===== src/rtl/multi_channel_accumulator.sv =====
// multi_channel_accumulator
//   Accepts (channel, value) transactions over a valid/ready handshake, holds
//   each for WAIT_CYCLES cycles, then adds the value into one of NUM_CH
//   per-channel accumulators.
//
//   Optional feature macro: MULTI_CHANNEL_ACCUMULATOR_SATURATE_EN
//     defined   -> on carry-out the accumulator saturates to all-ones
//     undefined -> on carry-out the accumulator wraps modulo 2^WIDTH
//     In both builds the channel's sticky ovf bit is set on carry-out.
//
// Ports:
//   CLK, RST            clock, synchronous active-high reset
//   in_valid/in_ready   transaction handshake (accept when both high in IDLE)
//   in_ch, in_value     target channel and addend, sampled at accept only
//   clr_valid, clr_ch   zero acc[clr_ch] and ovf[clr_ch] at the edge, any state
//   led_sel, led        LED window of acc[led_sel] (combinational)
//   rd_ch, rd_data      full read of acc[rd_ch] (combinational)
//   ovf                 per-channel sticky overflow flags
//   done                one-cycle pulse after an accumulation commits
module multi_channel_accumulator #(
  parameter  int WIDTH       = 32,
  parameter  int NUM_CH      = 4,
  parameter  int WAIT_CYCLES = 1,
  parameter  int LED_W       = 8,
  parameter  int LED_LSB     = 16,
  localparam int CH_W        = $clog2(NUM_CH)
) (
  input  logic              CLK,
  input  logic              RST,
  input  logic              in_valid,
  output logic              in_ready,
  input  logic [CH_W-1:0]   in_ch,
  input  logic [WIDTH-1:0]  in_value,
  input  logic              clr_valid,
  input  logic [CH_W-1:0]   clr_ch,
  input  logic [CH_W-1:0]   led_sel,
  output logic [LED_W-1:0]  led,
  input  logic [CH_W-1:0]   rd_ch,
  output logic [WIDTH-1:0]  rd_data,
  output logic [NUM_CH-1:0] ovf,
  output logic              done
);

  typedef enum logic [1:0] {
    S_IDLE,
    S_WAIT,
    S_ACCUM
  } state_t;

  // The counter is loaded with WAIT_CYCLES-1 so that WAIT lasts exactly
  // WAIT_CYCLES cycles; zero wait skips WAIT altogether.
  localparam logic [3:0] WAIT_LOAD = (WAIT_CYCLES > 0) ? 4'(WAIT_CYCLES - 1) : 4'd0;
  localparam bit         HAS_WAIT  = (WAIT_CYCLES > 0);

  state_t            state;
  state_t            state_next;
  logic [3:0]        wait_cnt;
  logic [CH_W-1:0]   cap_ch;
  logic [WIDTH-1:0]  cap_value;
  logic [WIDTH-1:0]  acc [NUM_CH];
  logic [WIDTH:0]    sum;
  logic              carry;
  logic [WIDTH-1:0]  acc_new;
  logic [WIDTH-1:0]  led_word;

  // State register
  always_ff @(posedge CLK) begin
    if (RST) begin
      state <= S_IDLE;
    end else begin
      state <= state_next;
    end
  end

  // Next-state and handshake output
  always_comb begin
    state_next = state;
    in_ready   = 1'b0;
    case (state)
      S_IDLE: begin
        in_ready = 1'b1;
        if (in_valid) begin
          state_next = HAS_WAIT ? S_WAIT : S_ACCUM;
        end
      end
      S_WAIT: begin
        if (wait_cnt == '0) begin
          state_next = S_ACCUM;
        end
      end
      S_ACCUM: begin
        state_next = S_IDLE;
      end
      default: begin
        state_next = S_IDLE;
      end
    endcase
  end

  // Adder with carry-out for the captured channel
  always_comb begin
    sum   = {1'b0, acc[cap_ch]} + {1'b0, cap_value};
    carry = sum[WIDTH];
`ifdef MULTI_CHANNEL_ACCUMULATOR_SATURATE_EN
    acc_new = carry ? '1 : sum[WIDTH-1:0];
`else
    acc_new = sum[WIDTH-1:0];
`endif
  end

  // Datapath: capture, wait counter, accumulators, flags, done
  always_ff @(posedge CLK) begin
    if (RST) begin
      wait_cnt  <= '0;
      cap_ch    <= '0;
      cap_value <= '0;
      done      <= 1'b0;
      ovf       <= '0;
      for (int unsigned i = 0; i < NUM_CH; i++) begin
        acc[i] <= '0;
      end
    end else begin
      done <= (state == S_ACCUM);

      if (state == S_IDLE && in_valid) begin
        cap_ch    <= in_ch;
        cap_value <= in_value;
        wait_cnt  <= WAIT_LOAD;
      end else if (state == S_WAIT && wait_cnt != '0) begin
        wait_cnt <= wait_cnt - 4'd1;
      end

      for (int unsigned i = 0; i < NUM_CH; i++) begin
        if (state == S_ACCUM && cap_ch == CH_W'(i)) begin
          acc[i] <= acc_new;
          if (carry) begin
            ovf[i] <= 1'b1;
          end
        end
        // Clear is applied after the update so it wins on the same channel.
        if (clr_valid && clr_ch == CH_W'(i)) begin
          acc[i] <= '0;
          ovf[i] <= 1'b0;
        end
      end
    end
  end

  // Read ports show registered state only
  assign rd_data  = acc[rd_ch];
  assign led_word = acc[led_sel];
  assign led      = led_word[LED_LSB +: LED_W];

endmodule


===== config.mk =====
export PLATFORM = sky130hd
export DESIGN_NAME = multi_channel_accumulator
export DESIGN_NICKNAME = d
export VERILOG_FILES = /design/src/rtl/multi_channel_accumulator.sv
export SDC_FILE = /design/constraint.sdc
export NUM_CORES = 1
export LEC_CHECK = 0
export BUFFER_PORTS_ARGS = -buffer_cell sky130_fd_sc_hd__buf_4
export CAP_MARGIN = 15
export CORE_MARGIN = 3
export CORE_UTILIZATION = 42
export DETAILED_ROUTE_END_ITERATION = 16
export PLACE_DENSITY = 0.69
export SYNTH_ARGS = -nofsm -noshare
export SYNTH_HDL_FRONTEND = slang
export SYNTH_SLANG_ARGS = --single-unit

===== constraint.sdc =====
create_clock -name CLK -period 3.2 [get_ports CLK]
set_input_delay 0.16 -clock CLK [delete_from_list [all_inputs] [get_ports CLK]]
set_output_delay 0.16 -clock CLK [all_outputs]
set_load 0.01 [all_outputs]

# --- Word-level counts from Yosys, hierarchy flattened ---
# Memories as Yosys holds them, arrays and structs flattened. A register that Yosys moved wholly into a read port is not among the register bits.
# Cells that the tools add are included.
classes:
  add_sub_neg: 2
  reduce_logical: 25
  n_shift: 0
  n_eq_ne: 10
  div_mod_pow: 0
  n_mul: 0
  order_cmp: 0
  bitwise_logic: 8
  muxes: 40
op_table:
  columns: ["operator", "count"]
  rows:
  - ["two-way mux 32 bit", 8]
  - ["adder 32 x 32 -> 33 bit", 1]
  - ["two-way mux 1 bit", 27]
  - ["equality test 2 bit (second input constant)", 5]
  - ["logical AND 1 bit", 10]
  - ["AND reduction 2 bit", 5]
  - ["OR reduction 2 bit", 5]
  - ["two-way mux 2 bit", 4]
  - ["bitwise OR 1 bit", 8]
  - ["equality test 2 x 1 -> 1 bit (second input constant)", 3]
  - ["zero test 2 bit", 3]
  - ["zero test 4 bit", 1]
  - ["inequality test 2 bit (second input constant)", 2]
  - ["case mux 2 bit (2 select lines)", 1]
  - ["nonzero test 4 bit", 1]
  - ["subtractor 4 x 1 -> 4 bit (second input constant)", 1]
word_totals:
  out_inout_bits: 46
  mem_count: 1
  inputBits: 44
  mem_bits_ro: 0
  wordCells: 95
  ramBits: 128
  latchBits: 0
  register_bits: 45
memory_table:
  columns: ["memory", "depth", "word_bits", "rd", "rd_clocked_by_memory_dff", "wr", "line", "rtl"]
  rows:
  - ["acc", 4, 32, 3, 1, 4, "60", "logic [WIDTH-1:0] acc [NUM_CH];"]

# --- Depth between registers and ports, before layout ---
# Gate-level depths: netlist of run 1.
depth:
  word_depth: 7
  depth_mapped: 14
  depth_no_buf: 11

# --- Worst setup path after synthesis of run 1 ---
# Ideal clock, no wire load.
synth_path:
  path_type: "register -> register"
  from: "register (tool-made name)"
  to: "memory acc[1][26], data pin"
  n_path_buf: 2
  arrival_time_ps: 3159
  setup_ps: 265
  slack_ps: -224
  path_stages_with_launch: 13
  required_ps: 2935
  synth_period_minus_slack_ps: 3424
  cell_sequence: "dfxtp_1 > clkbuf_1 > buf_2 > mux4_2 > fa_1 > a211oi_2 > o21bai_2 > o21ai_2 > o21ai_4 > a21oi_2 > o21ai_0 > xnor2_1 > nor2_1"
synth_rtl:
  columns: ["element", "line"]
  rows:
  - ["end: declaration", "60"]

==> metrics.cfg, run 1 <==
[finish]
fill_cells=1927
final_nets=1116
final_cells=1336
drive_gt1_share_pct=35.8
antenna_cells=0
postLayoutCellArea_sq_um=12800
area_growth_pct=31.8

[floorplan]
rows=55
die_w_um=158
ios=90
core_sq_um=22700
dieArea_sq_um=25000
die_height_um=158
start_util_pct=42.8

[synth]
synth_cell_type_count=57
synth_edf_count=128
synthFlopType=edfxtp_1
synth-warning-count=0
syn_area_per_cell_sq_um=11.4
ys_ff_latch=175
synthArstFlopShare_pct=0
yosysSeqAreaShare_pct=49.2
syn_area_sq_um=9730
synth_nets=932
postSynthCellCount=854

[worst_setup_path]
worstRegToRegCells=12
crit_chain=mux4_2, ha_4, fa_2, a211oi_2, o21bai_2, o21ai_2, o21ai_4, a21oi_4, o21bai_2, xnor2_1, buf_4, nor2_1
max_stage_delay_ns=0.53
crit_slowest_cell=mux4_2
critPathMaxFanout=5
crit_top_cell=o21bai_2
rr_endpoint=acc[2][22]
worstSetupPathType=flip-flop to flip-flop
cp-end-kind=flip-flop
crit_required_ns=3.40
reg2reg_setup_slack_ns=-0.07
cp-start-kind=flip-flop
arrival_ns=3.47

[place]
gp_congestion=0.946
dp_hpwl_um=18100
portBuffers=89
dp.cells=1253
placed_area_sq_um=11200

[global_route]
grt_usage_pct=21.7
grt_overflow=0
grt_pass1_wl_um=41000
grt_max_degree=46
grt_pass1_vias=7697
antenna_found_initial=0

[clock_tree]
cts.sink_count=175
clockRootBuffer=clkbuf_16
numCtsBuffers=17
clk_pin_slew_worst_paths_ns=0.07
htree_levels=4
cts_tree=done
clkLatencyLatePin_ns=0.45
cts_max_path_buffers=2

[sta]
setup_viol=24
worstMarginPinSlew_ns=0.825
slew_viol_final=0
finalHoldViolations=0
timing.fmax_mhz=305
period_share_pct=102
fin_ws_ns=-0.0748
maxSlewHeadroom_pct=44.8
rsz0062_at_grt=yes
fin_crit_ns=3.27
tns_ns=-0.866
clock_skew_ns=0.0128

[power]
p_leak_nw=4.90
power_density_nw_per_um2=484
total_power_mw=6.21
vdd_ir_drop_max_uv=322

[worst_hold_path]
worstHoldStart=in_ch[0]
min_path_cells=3
hold_class=primary input to flip-flop

[routing]
drtAntennaViolNets=0
via_per_inst=5.73
num_vias=7659
drcViolationCount=0
wl_um=27200
drtIter0Drc=739
first_pass_iters=5
wl_per_cell_um=20.4

[outcome]
violations=negative setup slack
status=finished, violations left

[flow_run]
cap_violations=0

## worst max-delay path by stage
stage	to	startpoint	cells past startpoint	slack, ns
final	acc[2][22]	flip-flop	12	-0.07
after floorplan	acc[3][28]	flip-flop	12	-0.008
after CTS	acc[2][29]	flip-flop	12	-0.01
after global routing	acc[0][23]	flip-flop	11	-0.20
after global placement	acc[3][29]	flip-flop	11	-0.14
after detailed placement	acc[2][29]	flip-flop	11	-0.15
## registers in the layout, summed over array words and instances (netlist names), named ones only
register   flops
acc          128
cap_ch         2
cap_value     32
done           1
ovf            4
state          2
wait_cnt       4
## critical path: cells and delay by family, from the launching register on
kind | cells | cell delay [ns]
flops | 1 | 0.39
buf+inv | 1 | 0.15
fa+ha+maj | 2 | 0.57
mux | 1 | 0.53
xor+xnor | 1 | 0.15
compound gates | 6 | 1.18
simple gates | 1 | 0.04
## synth_stat cells (3+ instances only)
master | count | area (sq um)
a21oi_2 | 3 | 26.3
nor2_1 | 146 | 548
xnor2_1 | 17 | 149
nand2_1 | 107 | 402
mux4_2 | 72 | 1620
a21oi_1 | 71 | 355
ha_1 | 33 | 413
a22o_1 | 4 | 35.0
o21ai_0 | 20 | 100
o31ai_1 | 4 | 30.0
nor3_1 | 14 | 70.1
nand2b_1 | 3 | 18.8
and3_1 | 3 | 18.8
inv_1 | 14 | 52.6
nand3_1 | 17 | 85.1
edfxtp_1 | 128 | 3840
and2_1 | 3 | 18.8
a211oi_1 | 3 | 22.5
buf_1 | 6 | 22.5
a21o_1 | 13 | 97.6
nand4_1 | 9 | 56.3
clkbuf_1 | 34 | 128
xor2_1 | 13 | 114
dfxtp_1 | 47 | 941
o21bai_1 | 8 | 60.1
nand3b_1 | 3 | 22.5
buf_2 | 15 | 75.1
a31oi_1 | 5 | 31.3
nor2b_1 | 3 | 18.8
o311ai_1 | 4 | 35.0
## layer usage
layer | global-route usage (%) | wire length (um) | vias to the layer above | part of all wire (%)
met4 | 6.51 | 542 | 0 | 2.0
met5 | 0 | 0 | - | 0
met1 | 27.0 | 11000 | 3810 | 40
met3 | 5.19 | 1700 | 42 | 6.3
met2 | 37.6 | 14000 | 262 | 51
li1 | - | - | 3545 | -
## cells in the final DEF, fill, tap and decap left out, types with 7 or more instances in the layout
cell type      synthesis  final
edfxtp_1             128    128
o21ai_2                2      8
ha_4                   0     16
nand4_1                9      9
clkbuf_16              0     18
nor2_1               146    142
a21o_1                13     13
xnor2_1               17     12
xor2_1                13     11
buf_4                  0    177
a21oi_2                3     14
a21oi_1               71     58
ha_1                  33     16
nand3_1               17     16
o21ai_0               20      9
mux4_2                72     72
nor3_1                14     11
nand2_1              107    106
dlygate4sd3_1          0     31
dfxtp_1               47     46
o21bai_1               8      7
inv_1                 14     14
## where the power goes
group / internal [mW] / leakage (nW) / switching, mW
Sequential: 2.55 / 1.73 / 0.0836
Clock: 1.17 / 0.277 / 0.945
Combinational: 0.708 / 2.89 / 0.758
## what timing repair did
action                                  in CTS  in global routing
setup buffers                                8                 11
endpoints found under the setup margin      69                 87
resized for setup                           30                 62
hold endpoints to repair                    31                  0
cloned                                       1                  1
pin swaps                                    8                 32
hold buffers                                31                  0
## layout make-up
class | instances | area (sq um) | area share [%]
clock buffer | 18 | 429 | 3.35
tap | 285 | 357 | 2.78
multi-input combinational | 610 | 5200 | 40.6
clock inverter | 14 | 156 | 1.22
inverter | 14 | 52.6 | 0.410
sequential | 175 | 4790 | 37.3
timing repair buffer | 220 | 1840 | 14.3
## cells by family after synthesis
family	after synthesis	synth area share [%]
simple gates	316	13.6
flops	175	49.2
compound gates	157	10.5
mux	73	16.8
buf+inv	69	2.85
fa+ha+maj	34	4.45
xor+xnor	30	2.70
## through the flow
stage	hold WS, ns	setup slack [ns]	util, %
final	0.0155	-0.0748	56.5
after global routing	0.0103	-0.197	56.5
after CTS	0.00845	-0.0141	54.5
after detailed placement	0.417	-0.148	49.5
after global placement	0.408	-0.145	49.5
after floorplan	0.296	-0.00804	-
Power figures use the tool's default switching activity.
==> run 2, diff against run 1 <==
- CTS_CLUSTER_DIAMETER: unset -> 50
- PLACE_DENSITY: 0.69 -> unset
==> metrics.cfg, run 2 (synthesis results as in run 1) <==
[worst_setup_path]
path_buf_inv=1
max_stage_delay_ns=0.54
worstSetupPathType=flip-flop to flip-flop
cp-end-kind=flip-flop
crit_chain=mux4_2, ha_4, fa_2, a211oi_2, o21bai_2, o21ai_2, o21ai_4, a21oi_4, o21ai_1, xnor2_1, buf_4, nor2_1
arrival_ns=3.40
cp-start-kind=flip-flop
crit_slowest_cell=mux4_2
critPathMaxFanout=5
path_delay_family=compound AO/OA/AOI/OAI gates
crit_required_ns=3.36
worstRegToRegCells=12
rr_endpoint=acc[3][26]
reg2reg_setup_slack_ns=-0.04

[routing]
num_vias=7654
first_pass_iters=5
drtIter0Drc=683
via_per_inst=5.66
drtAntennaViolNets=0
wl_um=27300
drcViolationCount=0
wl_per_cell_um=20.1

[finish]
top_register=acc
final_nets=1133
area_growth_pct=35.3
final_common_cell=buf_4
final_cell_mix=buf_4 (193), nor2_1 (137), edfxtp_1 (128)
drive_gt1_share_pct=39.6
largest_reg_flops=128
reg_top3=acc x128, cap_value x32
antenna_cells=0
postLayoutCellArea_sq_um=13200

[worst_hold_path]
holdPathEnd=cap_value[17]
min_path_cells=3
worstHoldStart=in_value[17]
hold_class=primary input to flip-flop

[power]
vdd_ir_drop_max_uv=325
power_density_nw_per_um2=472
total_power_mw=6.22
p_leak_nw=4.99

[clock_tree]
cts_tree=done
clkLatencyLatePin_ns=0.43
numCtsBuffers=17
cts_max_path_buffers=2
cts.sink_count=175
clockRootBuffer=clkbuf_16
htree_levels=4
clk_pin_slew_worst_paths_ns=0.07

[global_route]
grt_pass1_wl_um=41200
grt_usage_pct=21.8
grt_overflow=0
grt.busiest_layer=met2
use_met1_pct=29.6
grt_use_met2_pct=36.8
grt_max_degree=46
grt_pass1_vias=7410
gr-usage-met3_pct=3.20
antenna_found_initial=0

[sta]
timing.fmax_mhz=308
maxSlewHeadroom_pct=34.2
setup_viol=30
fin_crit_ns=3.24
tns_ns=-0.502
fin_ws_ns=-0.0446
finalHoldViolations=0
clock_skew_ns=0.00909
worstMarginPinSlew_ns=0.987
slew_viol_final=0
period_share_pct=101
rsz0062_at_grt=yes

[floorplan]
start_util_pct=42.8
core_sq_um=22700
die_w_um=158
rows=55
dieArea_sq_um=25000
die_height_um=158
ios=90

[outcome]
status=finished, violations left
violations=negative setup slack

[place]
portBuffers=89
dp_hpwl_um=17600
gp_congestion=0.888
placed_area_sq_um=11300

[flow_run]
cap_violations=0

[run 2: where the power goes]
part / switching (mW) / internal (mW) / leakage (nW)
clock network: 0.935 / 1.10 / 0.289
registers: 0.0854 / 2.55 / 1.73
logic: 0.785 / 0.759 / 2.97
total: 1.81 / 4.41 / 4.99
[run 2: worst register-to-register path, cell delays in order (launching register included)]
cell      delay [ns]
dfxtp_4         0.42
mux4_2          0.54
ha_4            0.18
fa_2            0.37
a211oi_2        0.21
o21bai_2        0.11
o21ai_2         0.23
o21ai_4         0.13
a21oi_4         0.25
o21ai_1         0.14
xnor2_1         0.19
buf_4           0.17
nor2_1          0.05
[run 2: layout make-up]
cell class	count	area [sq um]
fillers	1867	9550
multi-input cells	610	5420
flip-flops and latches	175	4790
repair buffers	237	1970
clock buffers	20	478
well taps	285	357
clock inverters	12	96.3
inverters	14	52.6
[run 2: through the flow]
stage | hold slack, ns | instances | worst slack, ns | util (%)
floorplan | 0.296 | 854 | -0.00804 | -
CTS | 0.000122 | 1338 | -0.00750 | 55.4
global route | 0.0230 | 1353 | -0.198 | 58.0
global placement | 0.408 | 1265 | -0.184 | 49.7
detailed placement | 0.414 | 1265 | -0.210 | 49.7
finish | 0.0191 | 1353 | -0.0446 | 58.0
[run 2: how the worst max path moves through the flow]
stage | slack, ns | end | cells after the start
after global routing | -0.20 | acc[1][26] | 12
after floorplan | -0.008 | acc[3][28] | 12
after global placement | -0.18 | acc[3][23] | 12
after CTS | -0.007 | acc[3][28] | 11
after detailed placement | -0.21 | acc[0][29] | 11
final | -0.04 | acc[3][26] | 12
[run 2: routing by layer]
layer,routed length (um),share of wire [%]
met4,601,2.2
met3,1260,4.6
met1,11800,43
met5,0,0
met2,13600,50
[run 2: timing repair]
action	in CTS	in global routing
setup buffers	8	16
pin swaps	16	45
endpoints found under the setup margin	70	87
gates cloned	3	0
hold buffers	30	0
resized for setup	51	87
hold endpoints to repair	30	0
